$ cat src/rtl/mux_nx1_scan.sv
`default_nettype none
// +--------------------------------------------------------------------------+
// | mux_nx1_scan                                                             |
// | Registered N-channel mux with manual select or automatic round-robin     |
// | scan. Scan mode is built only when MUX_SCAN_EN is defined.               |
// | Revision: 1.0                                                            |
// +--------------------------------------------------------------------------+
module mux_nx1_scan #(
    parameter int BITS        = 4,
    parameter int CHANNELS    = 4,
    parameter int SEL_BITS    = 2,
    parameter int SCAN_PERIOD = 50
) (
    input  logic                     clock,
    input  logic                     reset,
    input  logic [CHANNELS*BITS-1:0] D,
    input  logic [SEL_BITS-1:0]      SEL,
    input  logic                     MODE,
    input  logic                     ENABLE,
    output logic [BITS-1:0]          OUT,
    output logic [SEL_BITS-1:0]      CUR_SEL,
    output logic                     SEL_ERR,
    output logic                     WRAP
);

    localparam logic [SEL_BITS:0] c_channels = (SEL_BITS+1)'(CHANNELS);

    // Index decode never reaches past the last channel, so no X escapes.
    function automatic logic [BITS-1:0] pick(input logic [SEL_BITS-1:0] idx);
        logic [BITS-1:0] v;
        v = '0;
        for (int k = 0; k < CHANNELS; k++) begin
            if (idx == SEL_BITS'(k)) begin
                v = D[k*BITS +: BITS];
            end
        end
        return v;
    endfunction

    logic                w_sel_ok;
    logic [BITS-1:0]     w_man_out;
    logic [BITS-1:0]     r_out;
    logic [SEL_BITS-1:0] r_cur_sel;
    logic                r_sel_err;
    logic [BITS-1:0]     w_out_nxt;
    logic [SEL_BITS-1:0] w_cur_nxt;
    logic                w_err_nxt;

    assign w_sel_ok  = ({1'b0, SEL} < c_channels);
    assign w_man_out = w_sel_ok ? pick(SEL) : '1;

    always_ff @(posedge clock) begin
        if (reset) begin
            r_out     <= '0;
            r_cur_sel <= '0;
            r_sel_err <= 1'b0;
        end else begin
            r_out     <= w_out_nxt;
            r_cur_sel <= w_cur_nxt;
            r_sel_err <= w_err_nxt;
        end
    end

    assign OUT     = r_out;
    assign CUR_SEL = r_cur_sel;
    assign SEL_ERR = r_sel_err;

`ifdef MUX_SCAN_EN
    typedef enum logic [0:0] {
        ST_MANUAL = 1'b0,
        ST_SCAN   = 1'b1
    } state_t;

    localparam int                  c_cnt_w    = (SCAN_PERIOD > 1) ? $clog2(SCAN_PERIOD) : 1;
    localparam logic [c_cnt_w-1:0]  c_cnt_last = c_cnt_w'(SCAN_PERIOD - 1);
    localparam logic [SEL_BITS-1:0] c_last_ch  = SEL_BITS'(CHANNELS - 1);

    state_t              r_state;
    state_t              w_state_nxt;
    logic [c_cnt_w-1:0]  r_cnt;
    logic [c_cnt_w-1:0]  w_cnt_nxt;
    logic [SEL_BITS-1:0] r_ptr;
    logic [SEL_BITS-1:0] w_ptr_nxt;
    logic [SEL_BITS-1:0] w_ld_ptr;
    logic                r_wrap;
    logic                w_wrap_nxt;

    assign w_ld_ptr = w_sel_ok ? SEL : '0;

    always_ff @(posedge clock) begin
        if (reset) begin
            r_state <= ST_MANUAL;
            r_cnt   <= '0;
            r_ptr   <= '0;
            r_wrap  <= 1'b0;
        end else begin
            r_state <= w_state_nxt;
            r_cnt   <= w_cnt_nxt;
            r_ptr   <= w_ptr_nxt;
            r_wrap  <= w_wrap_nxt;
        end
    end

    // State follows MODE even while disabled; everything else needs ENABLE.
    always_comb begin
        w_state_nxt = MODE ? ST_SCAN : ST_MANUAL;
        w_cnt_nxt   = r_cnt;
        w_ptr_nxt   = r_ptr;
        w_wrap_nxt  = 1'b0;
        w_out_nxt   = r_out;
        w_cur_nxt   = r_cur_sel;
        w_err_nxt   = r_sel_err;
        if (ENABLE) begin
            if (!MODE) begin
                w_out_nxt = w_man_out;
                w_cur_nxt = SEL;
                w_err_nxt = !w_sel_ok;
                w_cnt_nxt = '0;
            end else if (r_state == ST_MANUAL) begin
                w_ptr_nxt = w_ld_ptr;
                w_cnt_nxt = '0;
                w_out_nxt = pick(w_ld_ptr);
                w_cur_nxt = w_ld_ptr;
                w_err_nxt = 1'b0;
            end else begin
                w_out_nxt = pick(r_ptr);
                w_cur_nxt = r_ptr;
                w_err_nxt = 1'b0;
                if (r_cnt == c_cnt_last) begin
                    w_cnt_nxt = '0;
                    if (r_ptr == c_last_ch) begin
                        w_ptr_nxt  = '0;
                        w_wrap_nxt = 1'b1;
                    end else begin
                        w_ptr_nxt = r_ptr + 1'b1;
                    end
                end else begin
                    w_cnt_nxt = r_cnt + 1'b1;
                end
            end
        end
    end

    assign WRAP = r_wrap;
`else
    localparam int c_unused_period = SCAN_PERIOD;
    logic          w_unused_mode;

    assign w_unused_mode = MODE;

    always_comb begin
        w_out_nxt = r_out;
        w_cur_nxt = r_cur_sel;
        w_err_nxt = r_sel_err;
        if (ENABLE) begin
            w_out_nxt = w_man_out;
            w_cur_nxt = SEL;
            w_err_nxt = !w_sel_ok;
        end
    end

    assign WRAP = 1'b0;
`endif

endmodule
`default_nettype wire

$ cat config.mk
export PLATFORM = sky130hd
export DESIGN_NAME = mux_nx1_scan
export DESIGN_NICKNAME = d
export VERILOG_FILES = /design/src/rtl/mux_nx1_scan.sv
export SDC_FILE = /design/constraint.sdc
export NUM_CORES = 1
export LEC_CHECK = 0
export CORE_AREA = 2 2 39 41
export CTS_BUF_LIST = sky130_fd_sc_hd__clkbuf_16
export DETAILED_ROUTE_END_ITERATION = 6
export DIE_AREA = 0 0 41 43
export PLACE_DENSITY = 0.69
export SETUP_SLACK_MARGIN = 0.15
export SYNTH_ARGS = -nofsm -noshare
export SYNTH_HDL_FRONTEND = slang
export SYNTH_SLANG_ARGS = --single-unit
$ cat constraint.sdc
create_clock -name clock -period 1.3 [get_ports clock]
set_input_delay 0.26 -clock clock [delete_from_list [all_inputs] [get_ports clock]]
set_output_delay 0.26 -clock clock [all_outputs]
set_load 0.01 [all_outputs]
==> results of run 1 <==
layer usage:
layer	vias up	track usage, %
met3	2	3.14
li1	188	-
met1	159	13.2
met5	-	0
met2	16	17.8
met4	0	8.00
layout make-up:
type | instances | area (µm²) | share of cell area [%]
clock buffer | 3 | 75.1 | 9.98
multi-input combinational | 24 | 229 | 30.4
sequential | 6 | 120 | 16.0
tap | 16 | 20.0 | 2.66
timing repair buffer | 33 | 308 | 40.9
registers in the layout (all words and copies together) (netlist names):
name / flops
OUT: 4
CUR_SEL: 2
repair_timing:
item | 4_1_cts | 5_1_grt
setup endpoints to repair | 10 | 4
pin swaps | 0 | 5
resized for setup | 11 | 4
hold buffers | 0 | 0
setup buffers | 1 | 0
how the worst max path moves through the flow:
stage / startpoint / to / depth (start not counted)
5_1_grt: ENABLE / OUT[3]$_SDFFE_PP0P_ / 4
6_report: OUT[0]$_SDFFE_PP0P_ / OUT[0] / 1
3_5_place_dp: reset / OUT[0]$_SDFFE_PP0P_ / 3
4_1_cts: SEL[0] / OUT[0]$_SDFFE_PP0P_ / 3
3_3_place_gp: ENABLE / OUT[0]$_SDFFE_PP0P_ / 4
2_1_floorplan: ENABLE / OUT[3]$_SDFFE_PP0P_ / 3
cells by family (layout without fill, tap and decap cells):
logic type / count (synthesis) / after routing
buffers and inverters: 4 / 36
AO/OA/AOI/OAI: 4 / 4
flip-flops: 6 / 6
other: 1 / 2
AND/OR/NAND/NOR: 8 / 8
multiplexers: 10 / 10
power by group through the flow:
stage	Clock [µW]	Combinational, µW	Sequential [µW]
detailed placement	0	162	207
global placement	0	161	207
finish	484	161	204
CTS	494	156	204
global route	499	174	205
floorplan	0	54.3	214
cell usage in the layout, fill, tap and decap left out, drive strengths merged:
cell / n
buf: 7
or3b: 5
clkbuf: 3
dlygate4sd2: 9
nand3b: 1
nor2: 2
mux2i: 10
clkdlybuf4s50: 16
o221ai: 4
dlymetal6s2s: 1
conb: 2
dfxtp: 6
per-stage QoR:
stage	setup slack (ns)	power [µW]
6_report	0.227	849
5_1_grt	0.183	879
4_1_cts	0.146	854
3_5_place_dp	-0.212	370
3_3_place_gp	-0.200	369
2_1_floorplan	0.287	268
synth_stat cells:
cell | count | area (µm²)
or3b_2 | 4 | 35.0
conb_1 | 1 | 3.75
o221ai_2 | 1 | 15.0
o221ai_1 | 3 | 26.3
buf_2 | 1 | 5.00
nand3b_1 | 1 | 7.51
nor2_1 | 2 | 7.51
mux2i_1 | 10 | 100
dfxtp_1 | 6 | 120
or3b_1 | 1 | 8.76
buf_4 | 3 | 22.5
==> impl_results.md, run 1 <==
* Worst VDD drop at about 1300 µV
* CTS tree: yes
* Post-DP HPWL at about 760 µm
* Share of layout cells above drive strength 1 at around 29%
* Sink Count at 6
* Met3 WL at roughly 120 µm
* Top layer in use: met4
* NumNets Final at 90
* Finished Layout Cells at roughly 80
* Setup Viol. Count Final at 0
* Post-Synth XOR/XNOR Area at 0%
* Area of the mapped netlist at ~350 µm²
* Initial antenna violation count at 0
* Total gr overflow at 0
* Net Sw Frac at 17.9%
* DRC Markers at 0
* Metal2 WL at ~450 µm
* Worst Path Max Fanout at 2
* Die span in y at ~43 µm
* Synth Area in Compound Gates at a little under an eighth
* Design Area, Final at roughly 750 µm²
* HP Class: in2reg
* Combinational share of power at between 10% and 20%
* Main combinational cell family by area after synthesis: multiplexers
* Initial DRC count at 0
* Clock tree buffer depth at 2
* CTS root buf: clkbuf_16
* Slew Viols, Final at 0
* Unrepaired setup endpoints after global routing: false
* Dpl cell area at between 600 and 700 µm²
* CP delay by family, top: flip-flops
* I/O Pins at 30
* Worst hold stages at 4
* Worst setup SP type: flip-flop
* Number of distinct library cells after synthesis at 11
* Avg Cell Area, Syn at 10.7 µm²
* Clock latency on the worst-skew pair at 0.22 ns
* Total GRT Usage at a little under an eighth
* Post-route ant nets at 0
* Worst r2r path cells at 2
* Kind of critical path: reg2out
* Via count at approximately 370
* 1st-pass router iterations at 1
* Hold Crit Endpoint: CUR_SEL[0]$_SDFFE_PP0P_
* Avg WL per Cell at 11.2 µm
* Reg clk slew, reported paths at approximately 0.030 ns
* Synthesis-to-finish area growth at 114%
* Max-cap violation count at 0
* Vias in the first global route at 353
* Period utilization at slightly above 80%
* Synth Area in Adders at 0%
* Warning count from the yosys run at 0
* Total Negative Setup Slacks at 0 ns
* Mux cell area share after synthesis at around 28%
* Reg power frac at between 20% and 30%
* Clk pwr share at around 57%
* Leak at 0.000351 µW
* Pwr dens at 1130 mW/mm²
* Crit path buf inv count at 1
* Full die area at 0.00176 mm²
* Wirelength, routed at ~920 µm
* NetSw at between 150 and 200 µW
* Die W at about 40 µm
* Final Hold Vio Count at 0
* Syn Inst Count at 33
* Critical-path cell list: dlygate4sd2_1
* Fin Hold WS at approximately 0.44 ns
* R2r setup slk at between 0.3 and 0.4 ns
* Worst EP arrival at a little over 0.8 ns
* Core box area at ~0.0014 mm²
* Crit end category: output pin
* Met1 WL at approximately 340 µm
* Fmax at around 930 MHz
* Worst EP required at 1.04 ns
* Post-layout min period at ~1.1 ns
* Outcome: complete, no violations
* Reg2Reg Capture Point: OUT[0]$_SDFFE_PP0P_
* H-tree Lvls at 1
* CTS Buf Count at 3
* Synth Area in Simple Gates at between 10% and 20%
* Critical Path Max Stage Delay at between 0.3 and 0.4 ns
* Port bufs at 26
* P_int at 697 µW
* Hold Startpoint: SEL[0]
* GP Congestion at ~0.7
* Placed Cells at 78
* # diodes at 0
* # fillers at approximately 130
* Avg Vias per Cell at 4.45
* First-pass GRT wire length at between 1 and 1.5 mm
* Final core occ at a little over half
* Worst Skew at 0 ns
* Synthesis-stage register bit count at 6
* R2R Path Start: OUT[0]$_SDFFE_PP0P_
* Worst path slowest cell: dfxtp_1
* Placement Rows at 14
* Seq/Total Area, Yosys at between 30% and 40%
* Largest net degree at the start of global routing at 8
* Initial Util at about a quarter
Note: power is estimated with default switching activity, not from simulation.
==> run 2: changes to the inputs <==
Settings changed: CORE_AREA 2 2 39 41 to default, CORE_MARGIN from default to 1, CORE_UTILIZATION from default to 27, DIE_AREA 0 0 41 43 to default, PLACE_DENSITY 0.69 to 0.73.
Clock period 1.3 ns to 0.9 ns, I/O delays scaled along.
==> run 2 against run 1 <==
  * Sequential power up 50%
  * Final cell count down 1.2%
  * Power up 53%
  * Critical path depth up 1
  * Largest power group unchanged
==> impl_results.md, run 2 (synthesis gave the netlist of run 1 again) <==
* Slew Viols, Final at 0
* Crit path buf inv count at 0
* Total gr overflow at 0
* Share of layout cells above drive strength 1 at between 60% and 70%
* Critical-path cell list: or3b_4, o221ai_2
* I/O Pins at 30
* CTS tree: yes
* Post-layout min period at between 0.8 and 0.9 ns
* Setup Viol. Count Final at 0
* P_int at ~1000 µW
* Clk pwr share at a little over half
* Core box area at around 0.0012 mm²
* Finished Layout Cells at between 80 and 90
* Avg Vias per Cell at between 4 and 5
* Max reg flops at 4
* Die W at between 30 and 40 µm
* Most common cell after layout, fill and taps aside: clkdlybuf4s50_1
* H-tree Lvls at 1
* Period utilization at between 90 and 100%
* CTS Buf Count at 3
* Largest net degree at the start of global routing at 8
* Critical Path Max Stage Delay at approximately 0.38 ns
* Unrepaired setup endpoints after global routing: true
* 1st-pass router iterations at 2
* Initial antenna violation count at 0
* Synthesis-to-finish area growth at 130%
* Final Hold Vio Count at 0
* CTS root buf: clkbuf_16
* Fmax at ~1200 MHz
* # hold bufs at CTS at 0
* Total GRT Usage at 17.6%
* Worst Path Max Fanout at 2
* Fin Hold WS at between 0.2 and 0.3 ns
* Initial DRC count at 1
* Worst path slowest cell: or3b_4
* Port bufs at 26
* Crit end category: flip-flop
* Multi-input gate area at between 200 and 300 µm²
* Combinational share of power at between 20% and 30%
* Avg WL per Cell at roughly 14 µm
* Vias in the first global route at between 400 and 500
* HP Class: in2reg
* Full die area at 0.00145 mm²
* Die span in y at 38.1 µm
* Outcome: complete, no violations
* NetSw at 249 µW
* Via count at 384
* DRC Markers at 0
* Pwr dens at approximately 1600 mW/mm²
* Post-DP HPWL at 797 µm
* Reg clk slew, reported paths at ~0.03 ns
* Final core occ at 70.0%
* Worst VDD drop at 1950 µV
* Max-cap violation count at 0
* Register Area at between 100 and 150 µm²
* Leak at approximately 0.00034 µW
* Worst Skew at 0 ns
* Initial Util at a little under a third
* Net Sw Frac at between 10% and 20%
* Sink Count at 6
* Placement Rows at 12
* # diodes at 0
* Kind of critical path: reg2reg
* Worst EP required at ~1.0 ns
* First-pass GRT wire length at approximately 1.8 mm
* Clock tree buffer depth at 2
* CP delay by family, top: simple AND/OR/NAND/NOR gates
* Worst setup SP type: flip-flop
* Reg power frac at 23.6%
* Most frequent cells in the layout: 16 x clkdlybuf4s50_1, 9 x buf_6, 6 x dfxtp_2
* NumNets Final at a little over 90
* Placed Cells at between 70 and 80
* GP Congestion at ~0.77
* Wirelength, routed at between 1 and 1.5 mm
* Worst EP arrival at 1.00 ns
* Post-route ant nets at 0
* Clock latency on the worst-skew pair at between 0.2 and 0.25 ns
* # fillers at between 70 and 80
run 2: final timing paths:
| kind | from | end | slack (ns) | depth (start not counted) |
|---|---|---|---|---|
| worst max register to register | OUT[2]$_SDFFE_PP0P_ | OUT[2]$_SDFFE_PP0P_ | 0.04 | 2 |
| worst min register to register | CUR_SEL[0]$_SDFFE_PP0P_ | CUR_SEL[0]$_SDFFE_PP0P_ | 0.51 | 2 |
| worst max-delay path | OUT[2]$_SDFFE_PP0P_ | OUT[2]$_SDFFE_PP0P_ | 0.04 | 2 |
| worst min-delay path | SEL[0] | CUR_SEL[0]$_SDFFE_PP0P_ | 0.25 | 3 |
run 2: cell type report:
| cell class | count | area share (%) |
|---|---|---|
| Sequential cell | 6 | 15.8 |
| Multi-Input combinational cell | 24 | 33.4 |
| Timing Repair Buffer | 34 | 39.4 |
| Tap cell | 14 | 2.16 |
| Clock buffer | 3 | 9.27 |
run 2: tightest hold or removal path, delay by kind of cell:
kind / cells / cell delay [ns]
muxes: 1 / 0.07
and+or+nand+nor: 1 / 0.08
buffers and inverters: 1 / 0.11
run 2: metal layers:
layer  track usage (%)  up-vias  wire (µm)
met3              5.81        0         61
li1                  -      189          -
met5                 0        -          0
met4              2.68        0          0
met1              20.9      181        456
met2              30.9       14        581
run 2: repair_timing:
action / 4_1_cts / 5_1_grt
pin swaps: 4 / 3
endpoints found under the setup margin: 12 / 12
gates resized for setup: 47 / 13
setup buffers: 3 / 0
run 2: power by group through the flow:
stage,logic (µW),clock network (µW),registers (µW)
finish,285,706,306
floorplan,88.1,0,311
CTS,260,712,306
global route,304,730,309
global placement,236,0,305
detailed placement,238,0,305
run 2: per-stage QoR:
stage	setup WS, ns	power (µW)	area (µm²)	TNS (ns)
2_1_floorplan	0.00165	400	380	0
3_3_place_gp	-0.416	541	661	-2.87
3_5_place_dp	-0.450	543	661	-2.97
4_1_cts	0.0355	1280	785	0
5_1_grt	0.0148	1340	810	0
6_report	0.0373	1300	810	0
